`src/rtl/uart_tx.sv`:
```
// uart_tx: 8N1 UART transmitter fed by a valid/ready byte FIFO; ports clk, rst, tx_byte_in/tx_valid_in/tx_ready_out push handshake, tx_serial_out line (idles high), tx_busy_out, tx_done_out (CLEANUP pulse), tx_fifo_count_out
module uart_tx #(
    parameter int CLKS_PER_BIT = 434,
    parameter int FIFO_DEPTH   = 4
) (
    input  logic                               clk,
    input  logic                               rst,
    input  logic [7:0]                         tx_byte_in,
    input  logic                               tx_valid_in,
    output logic                               tx_ready_out,
    output logic                               tx_serial_out,
    output logic                               tx_busy_out,
    output logic                               tx_done_out,
    output logic [$clog2(FIFO_DEPTH+1)-1:0]    tx_fifo_count_out
);
    localparam int AW = $clog2(FIFO_DEPTH);
    localparam int CW = $clog2(FIFO_DEPTH + 1);
    localparam int KW = $clog2(CLKS_PER_BIT);
    localparam logic [KW-1:0] K_MAX = KW'(CLKS_PER_BIT - 1);
    typedef enum logic [2:0] {IDLE, START_BIT, SEND_DATA, SEND_STOP_BIT, CLEANUP} state_t;
    state_t        state;
    logic [7:0]    mem [FIFO_DEPTH];
    logic [AW-1:0] wr_ptr, rd_ptr;
    logic [CW-1:0] count;
    logic [KW-1:0] clk_count;
    logic [2:0]    bit_idx;
    logic [7:0]    shift_reg;
    logic          push, pop;
    assign tx_ready_out      = count < CW'(FIFO_DEPTH);
    assign tx_fifo_count_out = count;
    assign tx_busy_out       = state != IDLE || count != '0;
    assign push              = tx_valid_in && tx_ready_out;
    assign pop               = state == IDLE && count != '0;
    always_ff @(posedge clk)
        if (push) mem[wr_ptr] <= tx_byte_in;
    always_ff @(posedge clk) begin
        if (rst) begin
            wr_ptr <= '0;
            rd_ptr <= '0;
            count  <= '0;
        end else begin
            if (push) wr_ptr <= wr_ptr + AW'(1);
            if (pop) rd_ptr <= rd_ptr + AW'(1);
            count <= count + CW'(push) - CW'(pop);
        end
    end
    // the line register is loaded with the level of the state being entered,
    // so every bit is on the wire for exactly CLKS_PER_BIT cycles
    always_ff @(posedge clk) begin
        if (rst) begin
            state         <= IDLE;
            tx_serial_out <= 1'b1;
            tx_done_out   <= 1'b0;
            clk_count     <= '0;
            bit_idx       <= '0;
            shift_reg     <= '0;
        end else begin
            tx_done_out <= 1'b0;
            case (state)
                IDLE: begin
                    tx_serial_out <= 1'b1;
                    if (pop) begin
                        shift_reg     <= mem[rd_ptr];
                        clk_count     <= K_MAX;
                        tx_serial_out <= 1'b0;
                        state         <= START_BIT;
                    end
                end
                START_BIT: begin
                    if (clk_count == '0) begin
                        clk_count     <= K_MAX;
                        bit_idx       <= '0;
                        tx_serial_out <= shift_reg[0];
                        state         <= SEND_DATA;
                    end else begin
                        clk_count <= clk_count - 1'b1;
                    end
                end
                SEND_DATA: begin
                    if (clk_count == '0) begin
                        clk_count <= K_MAX;
                        shift_reg <= shift_reg >> 1;
                        if (bit_idx == 3'd7) begin
                            tx_serial_out <= 1'b1;
                            state         <= SEND_STOP_BIT;
                        end else begin
                            bit_idx       <= bit_idx + 1'b1;
                            tx_serial_out <= shift_reg[1];
                        end
                    end else begin
                        clk_count <= clk_count - 1'b1;
                    end
                end
                SEND_STOP_BIT: begin
                    tx_serial_out <= 1'b1;
                    if (clk_count == '0) begin
                        tx_done_out <= 1'b1;
                        state       <= CLEANUP;
                    end else begin
                        clk_count <= clk_count - 1'b1;
                    end
                end
                CLEANUP: begin
                    tx_serial_out <= 1'b1;
                    state         <= IDLE;
                end
                default: begin
                    tx_serial_out <= 1'b1;
                    state         <= IDLE;
                end
            endcase
        end
    end
endmodule

```
`config.mk`:
```
export PLATFORM = sky130hd
export DESIGN_NAME = uart_tx
export DESIGN_NICKNAME = d
export VERILOG_FILES = /design/src/rtl/uart_tx.sv
export SDC_FILE = /design/constraint.sdc
export NUM_CORES = 1
export LEC_CHECK = 0
export CORE_MARGIN = 2
export CORE_UTILIZATION = 30
export CTS_CLUSTER_DIAMETER = 200
export CTS_CLUSTER_SIZE = 28
export DETAILED_ROUTE_END_ITERATION = 8
export SLEW_MARGIN = 20
export SYNTH_ARGS = -nofsm -noshare
export SYNTH_HDL_FRONTEND = slang
export SYNTH_SLANG_ARGS = --single-unit
```
`constraint.sdc`:
```
create_clock -name clk -period 3.3 [get_ports clk]
set_clock_uncertainty 0.1 [all_clocks]
set_input_delay 0.495 -clock clk [delete_from_list [all_inputs] [get_ports clk]]
set_output_delay 0.495 -clock clk [all_outputs]
set_load 0.01 [all_outputs]
```
After elaboration in Yosys (flattened, before gate mapping)

Memory sizes are Yosys's and may differ from the RTL's. A register that Yosys moved wholly into a read port is not among the register bits.
Cells that the tools add are included.

Register bits after elaboration: 32
Memory bits (writable): 32
Input port bits: 11
Output and inout port bits: 7
Word-level logic and storage cells: 73
Memories: 1

Memories:

| memory | words | bits a word | read ports | clocked after memory_dff | write ports | RTL line | source |
|---|---|---|---|---|---|---|---|
| mem    | 4     | 8           | 1          | 1                        | 1           | 22       | `logic [7:0] mem [FIFO_DEPTH];` |

Add/sub/neg operators: 6
Magnitude comparators: 1
Equal/unequal tests: 11
Multiplexer cells: 27
Bitwise operators: 1
Reduce and logical (&&, ||, !) cells: 17

Operators by type and width:

| operator                                             | count |
|---|---|
| 2-to-1 mux 9 bit                                     | 3 |
| case mux 9 bit (3 select lines)                      | 1 |
| 2-to-1 mux 3 bit                                     | 8 |
| 2-to-1 mux 8 bit                                     | 2 |
| case mux 8 bit (2 select lines)                      | 1 |
| != test 2 bit (second input constant)                | 7 |
| case mux 3 bit (4 select lines)                      | 1 |
| zero test 9 bit                                      | 1 |
| nonzero test 3 bit                                   | 3 |
| subtractor 9 x 1 -> 9 bit (second input constant)    | 1 |
| 2-to-1 mux 1 bit                                     | 7 |
| equality test 3 x 2 -> 1 bit (second input constant) | 2 |
| case mux 3 bit (2 select lines)                      | 1 |
| AND reduction 3 bit                                  | 2 |
| AND reduction 5 bit                                  | 1 |
| adder 2 x 1 -> 2 bit (second input constant)         | 2 |
| 2-to-1 mux 2 bit                                     | 2 |
| AND reduction 4 bit                                  | 1 |
| nonzero test 2 bit                                   | 2 |
| OR reduction 2 bit                                   | 2 |
| adder 3 x 1 -> 3 bit                                 | 1 |
| adder 3 x 1 -> 3 bit (second input constant)         | 1 |
| equality test 3 x 1 -> 1 bit (second input constant) | 1 |
| equality test 3 bit (second input constant)          | 1 |
| other kinds (8)                                      | 9 |

Depth between registers and ports, before layout

Gate-level depths: netlist (run 1).

Depth after elaboration: 4
Gate-level depth with buffers: 11
Mapped depth without buffers: 10

Worst setup path after synthesis (run 1)

OpenSTA, ideal clock, no wires.

Path kind: reg2reg
From: reg state[0]
To: reg count[2] (netlist: tx_fifo_count_out[2])
Setup time: 0.128 ns
Arrival: 2.122 ns
Data required time: 3.072 ns
Setup slack: 0.950 ns
Cell stages (with the launch flop): 12
Path buffers: 1
Cells stage by stage: dfxtp_1 buf_2 nor3_1 and2_1 ha_1 inv_1 ha_1 inv_1 fa_1 xnor2_1 xnor2_1 nor2_1

Longest elaborated chain between the ends: 3

Ends and longest elaborated chain:

| element                   | RTL line | source |
|---|---|---|
| start, declared           | 21       | `state_t state;` |
| start signal, assigned    | 51       | `state <= IDLE;` |
| start signal, assigned    | 66       | `state <= START_BIT;` |
| start signal, assigned    | 74       | `state <= SEND_DATA;` |
| zero test 3 bit           | 33       | `assign pop = state == IDLE && count != '0;` |
| logical AND 1 bit         | 33       |  |
| named net pop             | 28       | `logic push, pop;` |
| subtractor 3 x 1 -> 3 bit | 44       | `count <= count + CW'(push) - CW'(pop);` |
| end signal, assigned      | 44       |  |
| end, declared             | 24       | `logic [CW-1:0] count;` |

The timed path passes the listed nets, and every way through them passes these cells.
A chain may end at the register's enable or synchronous reset.

Worst setup path after layout (run 1)

Same ends and word-level chain as after synthesis.

==> results.sh, run 1 <==
export IMPL_power_density_nw_per_um2=863.7
export IMPL_seq_area_um2=1642
export IMPL_drive_gt1_frac=0.1486
export IMPL_cts_path_max_buffers=2
export IMPL_setup_tns_ps=0
export IMPL_clock_sinks=66
export IMPL_min_from="shift_reg[2]"
export IMPL_ir_worst_vdd_mv=0.3280
export IMPL_reg2reg_setup_slack_ps=730
export IMPL_required_ps=3430
export IMPL_hold_end="shift_reg[2]"
export IMPL_syn_nets=276
export IMPL_overflow=0
export IMPL_area_growth_pct=16.35
export IMPL_synth_adder_area_share=0.04409
export IMPL_synth_seq_area_share=0.5458
export IMPL_htree_levels=3
export IMPL_drv_cap=0
export IMPL_worst_ep_arrival_time_ps=2710
export IMPL_synth_compound_area_share=0.1181
export IMPL_outcome="finished, final reports clean"
export IMPL_cp_start_kind="flop"
export IMPL_drv_slew=0
export IMPL_die_h_um=104.1
export IMPL_switching_share=0.3645
export IMPL_critPathCaptureType="flop"
export IMPL_synth_cell_types=52
export IMPL_instances_no_fill=409
export IMPL_grt_pass1_vias=2010
export IMPL_vias=1983
export IMPL_ys_ff_latch=66
export IMPL_fillers=977
export IMPL_synth_top_family_by_area="simple AND/OR/NAND/NOR gates"
export IMPL_p_comb_frac=0.362
export IMPL_synth_xor_area_share=0.02038
export IMPL_io_pins=18
export IMPL_route_detailed_drc=0
export IMPL_min_period_over_period=0.7800
export IMPL_dp_cells=393
export IMPL_slew_limit_headroom=0.5377
export IMPL_track_usage=0.1146
export IMPL_antenna_cells=0
export IMPL_drt_iter0_markers=61
export IMPL_pwr_share_clk=0.228
export IMPL_fmax_mhz=388.5
export IMPL_cts_tree="built"
export IMPL_grt_antenna_before_repair=0
export IMPL_synth_edff_count=32
export IMPL_io_buffers=17
export IMPL_clkTransAtPathRegs_ps=90
export IMPL_cp_max_fo=14
export IMPL_seqPwrFrac=0.410
export IMPL_holdPathStages=2
export IMPL_period_minus_slack_ps=2574
export IMPL_p_leak_nw=1.193
export IMPL_yosysWarnings=0
export IMPL_cts_buffers=9
export IMPL_rsz0062_at_grt="no"
export IMPL_synth_mux_area_frac=0.08611
export IMPL_crit_type="flop to flop"
export IMPL_async_flop_share=0
export IMPL_dp_final_hpwl_um=3752
export IMPL_root_buffer="clkbuf_8"
export IMPL_synthSimpleGateAreaFrac=0.1398
export IMPL_avgSynthCellArea_um2=11.80
export IMPL_r2r_start="state[0]"
export IMPL_hp_class="flop to flop"
export IMPL_largest_reg_flops=32
export IMPL_hold_violations=0
export IMPL_rr_worst_depth=10
export IMPL_ant_nets=0
export IMPL_fp_coreArea_um2=9774
export IMPL_p_int_w=0.001921
export IMPL_power_switching_w=0.001102
export IMPL_multiInputGateArea_um2=1229
export IMPL_cts_hold_buffers=0
export IMPL_setup_violations=0
export IMPL_fp_dieW_um=104.1
export IMPL_ys_flop_type="dfxtp_1"
export IMPL_first_pass_iters=4
export IMPL_avgRoutedWirePerCell_um=13.82
export IMPL_grt_start_max_net_pins=22
export IMPL_postCtsSetupRepairBufs=0
export IMPL_dieArea_um2=10840
export IMPL_worstMarginPinSlew_ps=693.5
export IMPL_gp_congestion=0.7829
export IMPL_grt_pass1_wl_um=9777
export IMPL_final_nets=292
export IMPL_timing_rr_end="tx_fifo_count_out[2]"
export IMPL_initial_core_util=0.3077
export IMPL_clkLatencyLatePin_ps=350
export IMPL_std_cell_rows=36
export IMPL_ctsResizeCount=0
export IMPL_netlist_area_um2=3008
export IMPL_netlist_instances=255
export IMPL_vias_per_cell=4.848
export IMPL_routed_wl_um=5651
[cell families (layout without fill, tap and decap cells)]
logic type               Yosys count  in the layout
AND/OR/NAND/NOR                   73             73
flip-flops                        66             66
AO/OA/AOI/OAI                     51             51
buffers and inverters             33             54
multiplexers                      15             15
adder cells (fa/ha/maj)           10             10
XOR/XNOR                           7              7
[routing by layer]
layer  up-vias  global-route usage  wire length (um)
li1        989                   -                 -
met3        10             0.04073               200
met4         0             0.04633               102
met5         -                   0                 0
met1       946              0.1436              2707
met2        38              0.1805              2640
[power groups by stage]
| stage | Clock (W) | Combinational (W) | Sequential (W) |
|---|---|---|---|
| after floorplan | 0 | 0.000930 | 0.00117 |
| after global placement | 0 | 0.00109 | 0.00125 |
| after detailed placement | 0 | 0.00109 | 0.00126 |
| after CTS | 0.000710 | 0.00111 | 0.00124 |
| after global routing | 0.000749 | 0.00124 | 0.00127 |
| final | 0.000688 | 0.00110 | 0.00124 |
[synth_stat cells, types with 2 or more instances]
| cell | count | share of area |
|---|---|---|
| edfxtp_1 | 32 | 0.32 |
| nor3b_1 | 2 | 0.0050 |
| nor2_1 | 15 | 0.019 |
| a31oi_1 | 2 | 0.0042 |
| or4_1 | 5 | 0.012 |
| nor2b_1 | 3 | 0.0062 |
| and2_1 | 5 | 0.010 |
| xnor2_1 | 6 | 0.017 |
| nand2b_1 | 3 | 0.0062 |
| ha_1 | 9 | 0.037 |
| nor4_1 | 6 | 0.012 |
| inv_1 | 17 | 0.021 |
| a211oi_1 | 7 | 0.017 |
| nand2_1 | 8 | 0.010 |
| dfxtp_1 | 34 | 0.23 |
| a211o_1 | 2 | 0.0058 |
| a2111oi_1 | 2 | 0.0067 |
| mux2_2 | 7 | 0.026 |
| nand3_1 | 3 | 0.0050 |
| or3_1 | 2 | 0.0042 |
| mux4_2 | 8 | 0.060 |
| o21ai_0 | 8 | 0.013 |
| o31ai_1 | 2 | 0.0050 |
| a21oi_1 | 15 | 0.025 |
| and3_1 | 2 | 0.0042 |
| clkbuf_1 | 8 | 0.010 |
| a311oi_1 | 2 | 0.0058 |
| buf_2 | 5 | 0.0083 |
| nor3_1 | 12 | 0.020 |
[area by class of cell]
cell class	instances	area share
Clock buffer	9	0.03540
Tap cell	133	0.04755
Multi-Input combinational cell	156	0.3511
Clock inverter	7	0.02252
Timing Repair Buffer	20	0.05506
Sequential cell	66	0.4691
Inverter	18	0.01931
[cells in the final DEF, fill, tap and decap left out, drive strengths merged, types with 3 or more instances in the layout]
cell	Yosys	routed
nand3	3	3
clkdlybuf4s50	0	17
mux2	7	7
nor2b	3	3
or4	5	5
nor3b	3	3
nor3	13	13
o21ai	9	9
buf	7	3
nand2b	3	3
mux4	8	8
o31ai	3	3
nor2	15	15
xnor2	6	6
dfxtp	34	34
a211oi	7	7
clkbuf	8	9
nand2	8	8
edfxtp	32	32
nor4	6	6
inv	17	18
ha	9	9
or3	3	3
clkinv	1	6
and2	5	5
a21oi	15	15
[worst max-delay path: stages (launching register included)]
cell     delay, ps
dfxtp_1        470
nor3_1         400
and2_1         250
ha_1           250
inv_1           50
ha_1           130
inv_1           50
fa_1           380
xnor2_1        190
xnor2_1        140
nor2_1          50
[worst max-delay path by stage]
stage               cells after the start                   end        start
floorplan                              11  tx_fifo_count_out[2]     state[0]
detailed placement                     11  tx_fifo_count_out[2]  tx_valid_in
finish                                 10  tx_fifo_count_out[2]     state[0]
global placement                       11  tx_fifo_count_out[2]  tx_valid_in
global route                           10  tx_fifo_count_out[2]     state[0]
CTS                                    10  tx_fifo_count_out[2]     state[0]
[metrics by stage]
step | utilization | power, W | hold slack [ps] | setup WS, ps | cell area (um2)
4_1_cts | 0.3580 | 0.003058 | 361.7 | 736.2 | 3500
6_report | 0.3580 | 0.003023 | 358.2 | 725.9 | 3500
5_1_grt | 0.3580 | 0.003256 | 375.6 | 559.4 | 3500
3_5_place_dp | 0.3373 | 0.002354 | 345.3 | 618.7 | 3297
2_1_floorplan | - | 0.002097 | 330.4 | 950.0 | 3008
3_3_place_gp | 0.3373 | 0.002337 | 341.6 | 688.4 | 3297
Note: power is estimated with default switching activity, not from simulation.
==> run 2: changes to the inputs <==
==> constraint.sdc (replaced) <==
create_clock -name clk -period 2.2 [get_ports clk]
set_clock_uncertainty 0.1 [all_clocks]
set_input_delay 0.33 -clock clk [delete_from_list [all_inputs] [get_ports clk]]
set_output_delay 0.33 -clock clk [all_outputs]
set_load 0.01 [all_outputs]
==> results.sh, run 2 (synthesized netlist as in run 1, its figures left out) <==
export IMPL_cts_tree="built"
export IMPL_r2r_start="tx_fifo_count_out[1]"
export IMPL_dp_final_hpwl_um=4031
export IMPL_rsz0062_at_grt="yes"
export IMPL_setup_tns_ps=0
export IMPL_min_period_over_period=0.9922
export IMPL_min_from="shift_reg[3]"
export IMPL_drt_iter0_markers=83
export IMPL_period_minus_slack_ps=2183
export IMPL_worst_ep_arrival_time_ps=2310
export IMPL_multiInputGateArea_um2=1276
export IMPL_area_growth_pct=25.00
export IMPL_dieArea_um2=10840
export IMPL_clock_sinks=66
export IMPL_top_layer_used="met4"
export IMPL_vias_per_cell=4.811
export IMPL_htree_levels=3
export IMPL_required_ps=2330
export IMPL_fmax_mhz=458.1
export IMPL_rr_worst_depth=10
export IMPL_io_pins=18
export IMPL_routed_wl_um=5776
export IMPL_grt_pass1_vias=2134
export IMPL_ctsResizeCount=0
export IMPL_place_area_um2=3540
export IMPL_hold_end="shift_reg[3]"
export IMPL_p_total_w=0.005008
export IMPL_setup_violations=0
export IMPL_p_leak_nw=1.325
export IMPL_slew_limit_headroom=0.7367
export IMPL_first_pass_iters=4
export IMPL_initial_core_util=0.3077
export IMPL_outcome="finished, final reports clean"
export IMPL_hp_class="flop to flop"
export IMPL_instances_no_fill=434
export IMPL_holdPathStages=2
export IMPL_dp_cells=418
export IMPL_crit_type="flop to flop"
export IMPL_largest_reg_flops=32
export IMPL_grt_pass1_wl_um=10230
export IMPL_route_detailed_drc=0
export IMPL_reg2reg_setup_slack_ps=20
export IMPL_cts_buffers=9
export IMPL_timing_rr_end="tx_fifo_count_out[2]"
export IMPL_seq_area_um2=1649
export IMPL_overflow=0
export IMPL_ir_worst_vdd_mv=0.6346
export IMPL_wl_met3_um=241
export IMPL_grt_start_max_net_pins=16
export IMPL_final_nets=317
export IMPL_clkLatencyLatePin_ps=340
export IMPL_met2_length_um=2794
export IMPL_clkTransAtPathRegs_ps=70
export IMPL_root_buffer="clkbuf_8"
export IMPL_fillers=960
export IMPL_die_h_um=104.1
export IMPL_io_buffers=17
export IMPL_antenna_cells=0
export IMPL_cp_max_fo=2
export IMPL_vias=2088
export IMPL_ant_nets=0
export IMPL_power_density_nw_per_um2=1332
export IMPL_cts_hold_buffers=0
export IMPL_worstMarginPinSlew_ps=393.8
export IMPL_drv_cap=0
export IMPL_grt_antenna_before_repair=0
export IMPL_mostFrequentLayoutCells="dfxtp_1 (32), edfxtp_1 (32), buf_4 (28)"
export IMPL_hold_violations=0
export IMPL_m1WireLength_um=2680
export IMPL_finalInstanceArea_um2=3760
export IMPL_fp_dieW_um=104.1
export IMPL_cts_path_max_buffers=2
export IMPL_critPathCaptureType="flop"
export IMPL_cp_start_kind="flop"
export IMPL_drive_gt1_frac=0.2525
export IMPL_fp_coreArea_um2=9774
export IMPL_std_cell_rows=36
export IMPL_drv_slew=0
export IMPL_track_usage=0.1191
export IMPL_avgRoutedWirePerCell_um=13.31
export IMPL_gp_congestion=0.7927
## run 2: worst max path at each step
stage / cells after the start / slack, ps / endpoint / from
3_3_place_gp: 11 / -180 / tx_fifo_count_out[2] / tx_valid_in
2_1_floorplan: 10 / -20 / tx_fifo_count_out[2] / tx_fifo_count_out[1]
5_1_grt: 10 / -90 / tx_fifo_count_out[2] / tx_fifo_count_out[1]
4_1_cts: 10 / 1 / tx_fifo_count_out[2] / tx_fifo_count_out[1]
3_5_place_dp: 11 / -240 / tx_fifo_count_out[2] / tx_valid_in
6_report: 10 / 20 / tx_fifo_count_out[2] / tx_fifo_count_out[1]
## run 2: where the power goes
part | switching [W] | total [W] | internal, W
clock network | 0.000474 | 0.00112 | 0.000642
registers | 0.000178 | 0.00176 | 0.00158
logic | 0.00107 | 0.00213 | 0.00107
## run 2: layout make-up
class | instances | share of cell area
inverters | 18 | 0.01797
repair buffers | 45 | 0.1012
clock inverters | 6 | 0.02463
flip-flops and latches | 66 | 0.4386
well taps | 133 | 0.04426
clock buffers | 10 | 0.03394
multi-input cells | 156 | 0.3394
## run 2: what timing repair did
item | 4_1_cts | 5_1_grt
endpoints found under the hold margin | 0 | 0
setup buffers | 0 | 0
pin swaps | 2 | 3
setup endpoints to repair | 1 | 1
## run 2: worst max-delay path, stage by stage (launching register included)
cell and delay, ps:
dfxtp_4 340, or3_4 380, and2_4 160, ha_4 200, inv_2 60, ha_4 120
inv_2 30, fa_2 340, xnor2_2 140, xnor2_1 150, nor2_1 60
## run 2: layer usage
| metal | global-route usage | vias up |
|---|---|---|
| met1 | 0.1498 | 1006 |
| met4 | 0.03764 | 0 |
| met5 | 0 | - |
| li1 | - | 1039 |
| met3 | 0.04449 | 5 |
| met2 | 0.1903 | 38 |
## run 2: metrics by stage
step / setup WS (ps) / util / hold WS, ps
finish: 17.22 / 0.3847 / 356.1
global route: -91.51 / 0.3847 / 380.3
CTS: 1.388 / 0.3847 / 357.7
detailed placement: -239.3 / 0.3621 / 345.0
global placement: -175.3 / 0.3621 / 343.6
floorplan: -22.13 / - / 328.9
==> run 3: changes to the inputs <==
--- a/config.mk
+++ b/config.mk
@@ -5,10 +5,10 @@
 export SDC_FILE = /design/constraint.sdc
 export NUM_CORES = 1
 export LEC_CHECK = 0
-export CORE_MARGIN = 2
+export CORE_MARGIN = 3
 export CORE_UTILIZATION = 30
 export CTS_CLUSTER_DIAMETER = 200
-export CTS_CLUSTER_SIZE = 28
+export CTS_CLUSTER_SIZE = 25
 export DETAILED_ROUTE_END_ITERATION = 8
 export SLEW_MARGIN = 20
 export SYNTH_ARGS = -nofsm -noshare
==> results.sh, run 3 (synthesized netlist as in run 1, its figures left out) <==
export IMPL_outcome="finished, final reports clean"
export IMPL_route_detailed_drc=0
export IMPL_cts_path_max_buffers=2
export IMPL_clkTransAtPathRegs_ps=70
export IMPL_ir_worst_vdd_mv=0.5136
export IMPL_hold_violations=0
export IMPL_dieArea_um2=11260
export IMPL_std_cell_rows=35
export IMPL_rsz0062_at_grt="yes"
export IMPL_worstMarginPinSlew_ps=422.3
export IMPL_period_minus_slack_ps=2144
export IMPL_fp_coreArea_um2=9503
export IMPL_cts_tree="built"
export IMPL_avgRoutedWirePerCell_um=13.78
export IMPL_setup_violations=0
export IMPL_required_ps=2350
export IMPL_drv_slew=0
export IMPL_startpoint="tx_fifo_count_out[1]"
export IMPL_fmax_mhz=466.5
export IMPL_htree_levels=3
export IMPL_cp_start_kind="flop"
export IMPL_clock_sinks=66
export IMPL_die_h_um=106.1
export IMPL_clkLatencyLatePin_ps=360
export IMPL_drv_cap=0
export IMPL_fp_dieW_um=106.1
export IMPL_vias=2071
export IMPL_mostFrequentLayoutCells="dfxtp_1 (32), edfxtp_1 (32), buf_4 (29)"
export IMPL_crit_path_end="tx_fifo_count_out[2]"
export IMPL_cts_buffers=9
export IMPL_crit_type="flop to flop"
export IMPL_grt_pass1_vias=2083
export IMPL_cp_max_fo=2
export IMPL_overflow=0
export IMPL_initial_core_util=0.3165
export IMPL_fillers=928
export IMPL_final_nets=318
export IMPL_r2r_start="tx_fifo_count_out[1]"
export IMPL_vias_per_cell=4.805
export IMPL_io_pins=18
export IMPL_min_from="shift_reg[4]"
export IMPL_critPathCaptureType="flop"
export IMPL_slew_limit_headroom=0.7176
export IMPL_p_leak_nw=1.333
export IMPL_grt_pass1_wl_um=10430
export IMPL_power_density_nw_per_um2=1349
export IMPL_largest_reg_flops=32
export IMPL_track_usage=0.1199
export IMPL_area_growth_pct=25.75
export IMPL_hp_class="flop to flop"
export IMPL_timing_rr_end="tx_fifo_count_out[2]"
export IMPL_drt_iter0_markers=112
export IMPL_p_total_w=0.005104
export IMPL_grt_start_max_net_pins=19
export IMPL_routed_wl_um=5940
export IMPL_grt_antenna_before_repair=0
export IMPL_setup_tns_ps=0
export IMPL_root_buffer="clkbuf_8"
export IMPL_reg2reg_setup_slack_ps=60
export IMPL_antenna_cells=0
export IMPL_drive_gt1_frac=0.2682
export IMPL_io_buffers=17
export IMPL_ant_nets=0
export IMPL_min_period_over_period=0.9745
export IMPL_first_pass_iters=4
export IMPL_gp_congestion=0.8161
export IMPL_dp_final_hpwl_um=4151
export IMPL_worst_ep_arrival_time_ps=2300
export IMPL_rr_worst_depth=10
-- run 3: cell types whose count changed in the layout (fill, tap and decap cells not counted), sizes merged --
cell / previous run / this run
clkinvlp: 2 / 3
inv: 17 / 19
clkbuf: 10 / 9
clkinv: 3 / 1
buf: 28 / 29
-- run 3: how the worst min path moves through the flow --
stage,depth (start not counted),endpoint,slack (ps)
after floorplan,0,mem[0][0],330
after global placement,2,shift_reg[4],340
after detailed placement,2,shift_reg[3],350
after CTS,2,shift_reg[3],360
after global routing,2,shift_reg[2],390
final,2,shift_reg[4],360
-- run 3: report_power, final --
| group | switching [W] | leakage (nW) | internal [W] | total (W) |
|---|---|---|---|---|
| sequential | 0.000175 | 0.574 | 0.00158 | 0.00176 |
| combinational | 0.00110 | 0.656 | 0.00110 | 0.00220 |
| clock | 0.000503 | 0.102 | 0.000645 | 0.00115 |
| total | 0.00178 | 1.33 | 0.00332 | 0.00510 |
-- run 3: worst max-delay path, cell delays in order, from the launching register on --
cell	delay (ps)
dfxtp_4	340
or3_4	380
and2_4	160
ha_4	220
inv_4	50
ha_4	110
inv_2	30
fa_2	340
xnor2_2	140
xnor2_1	130
nor2_1	50
-- run 3: metrics by stage --
step / area, um2 / setup WS, ps / utilization / cells / hold WS, ps
after floorplan: 3063 / -22.13 / - / 255 / 328.9
after global placement: 3542 / -164.5 / 0.3727 / 415 / 342.0
after detailed placement: 3542 / -240.5 / 0.3727 / 415 / 345.3
after CTS: 3771 / 5.021 / 0.3968 / 431 / 360.4
after global routing: 3782 / -20.91 / 0.3980 / 431 / 394.3
final: 3782 / 56.19 / 0.3980 / 431 / 358.2
-- run 3: what timing repair did --
action                                  CTS  global route
buffers inserted                          0             0
pin swaps                                 1             3
hold buffers                              0             0
endpoints found under the setup margin    2             6
resized for setup                         1             3
-- run 3: area by class of cell --
cell class | count | area, um2 | area share
Timing Repair Buffer | 46 | 387.9 | 0.1025
Sequential cell | 66 | 1649 | 0.4360
Clock buffer | 9 | 123.9 | 0.03275
Inverter | 18 | 70.07 | 0.01852
Multi-Input combinational cell | 156 | 1290 | 0.3411
Tap cell | 129 | 161.4 | 0.04267
Clock inverter | 7 | 100.1 | 0.02646
-- run 3: metal layers --
layer / routed length [um] / up-vias / part of all wire / track usage
li1: - / 1039 / - / -
met1: 2835 / 980 / 0.48 / 0.1541
met2: 2697 / 43 / 0.45 / 0.1824
met3: 303 / 9 / 0.051 / 0.04311
met4: 104 / 0 / 0.018 / 0.04995
met5: 0 / - / 0 / 0
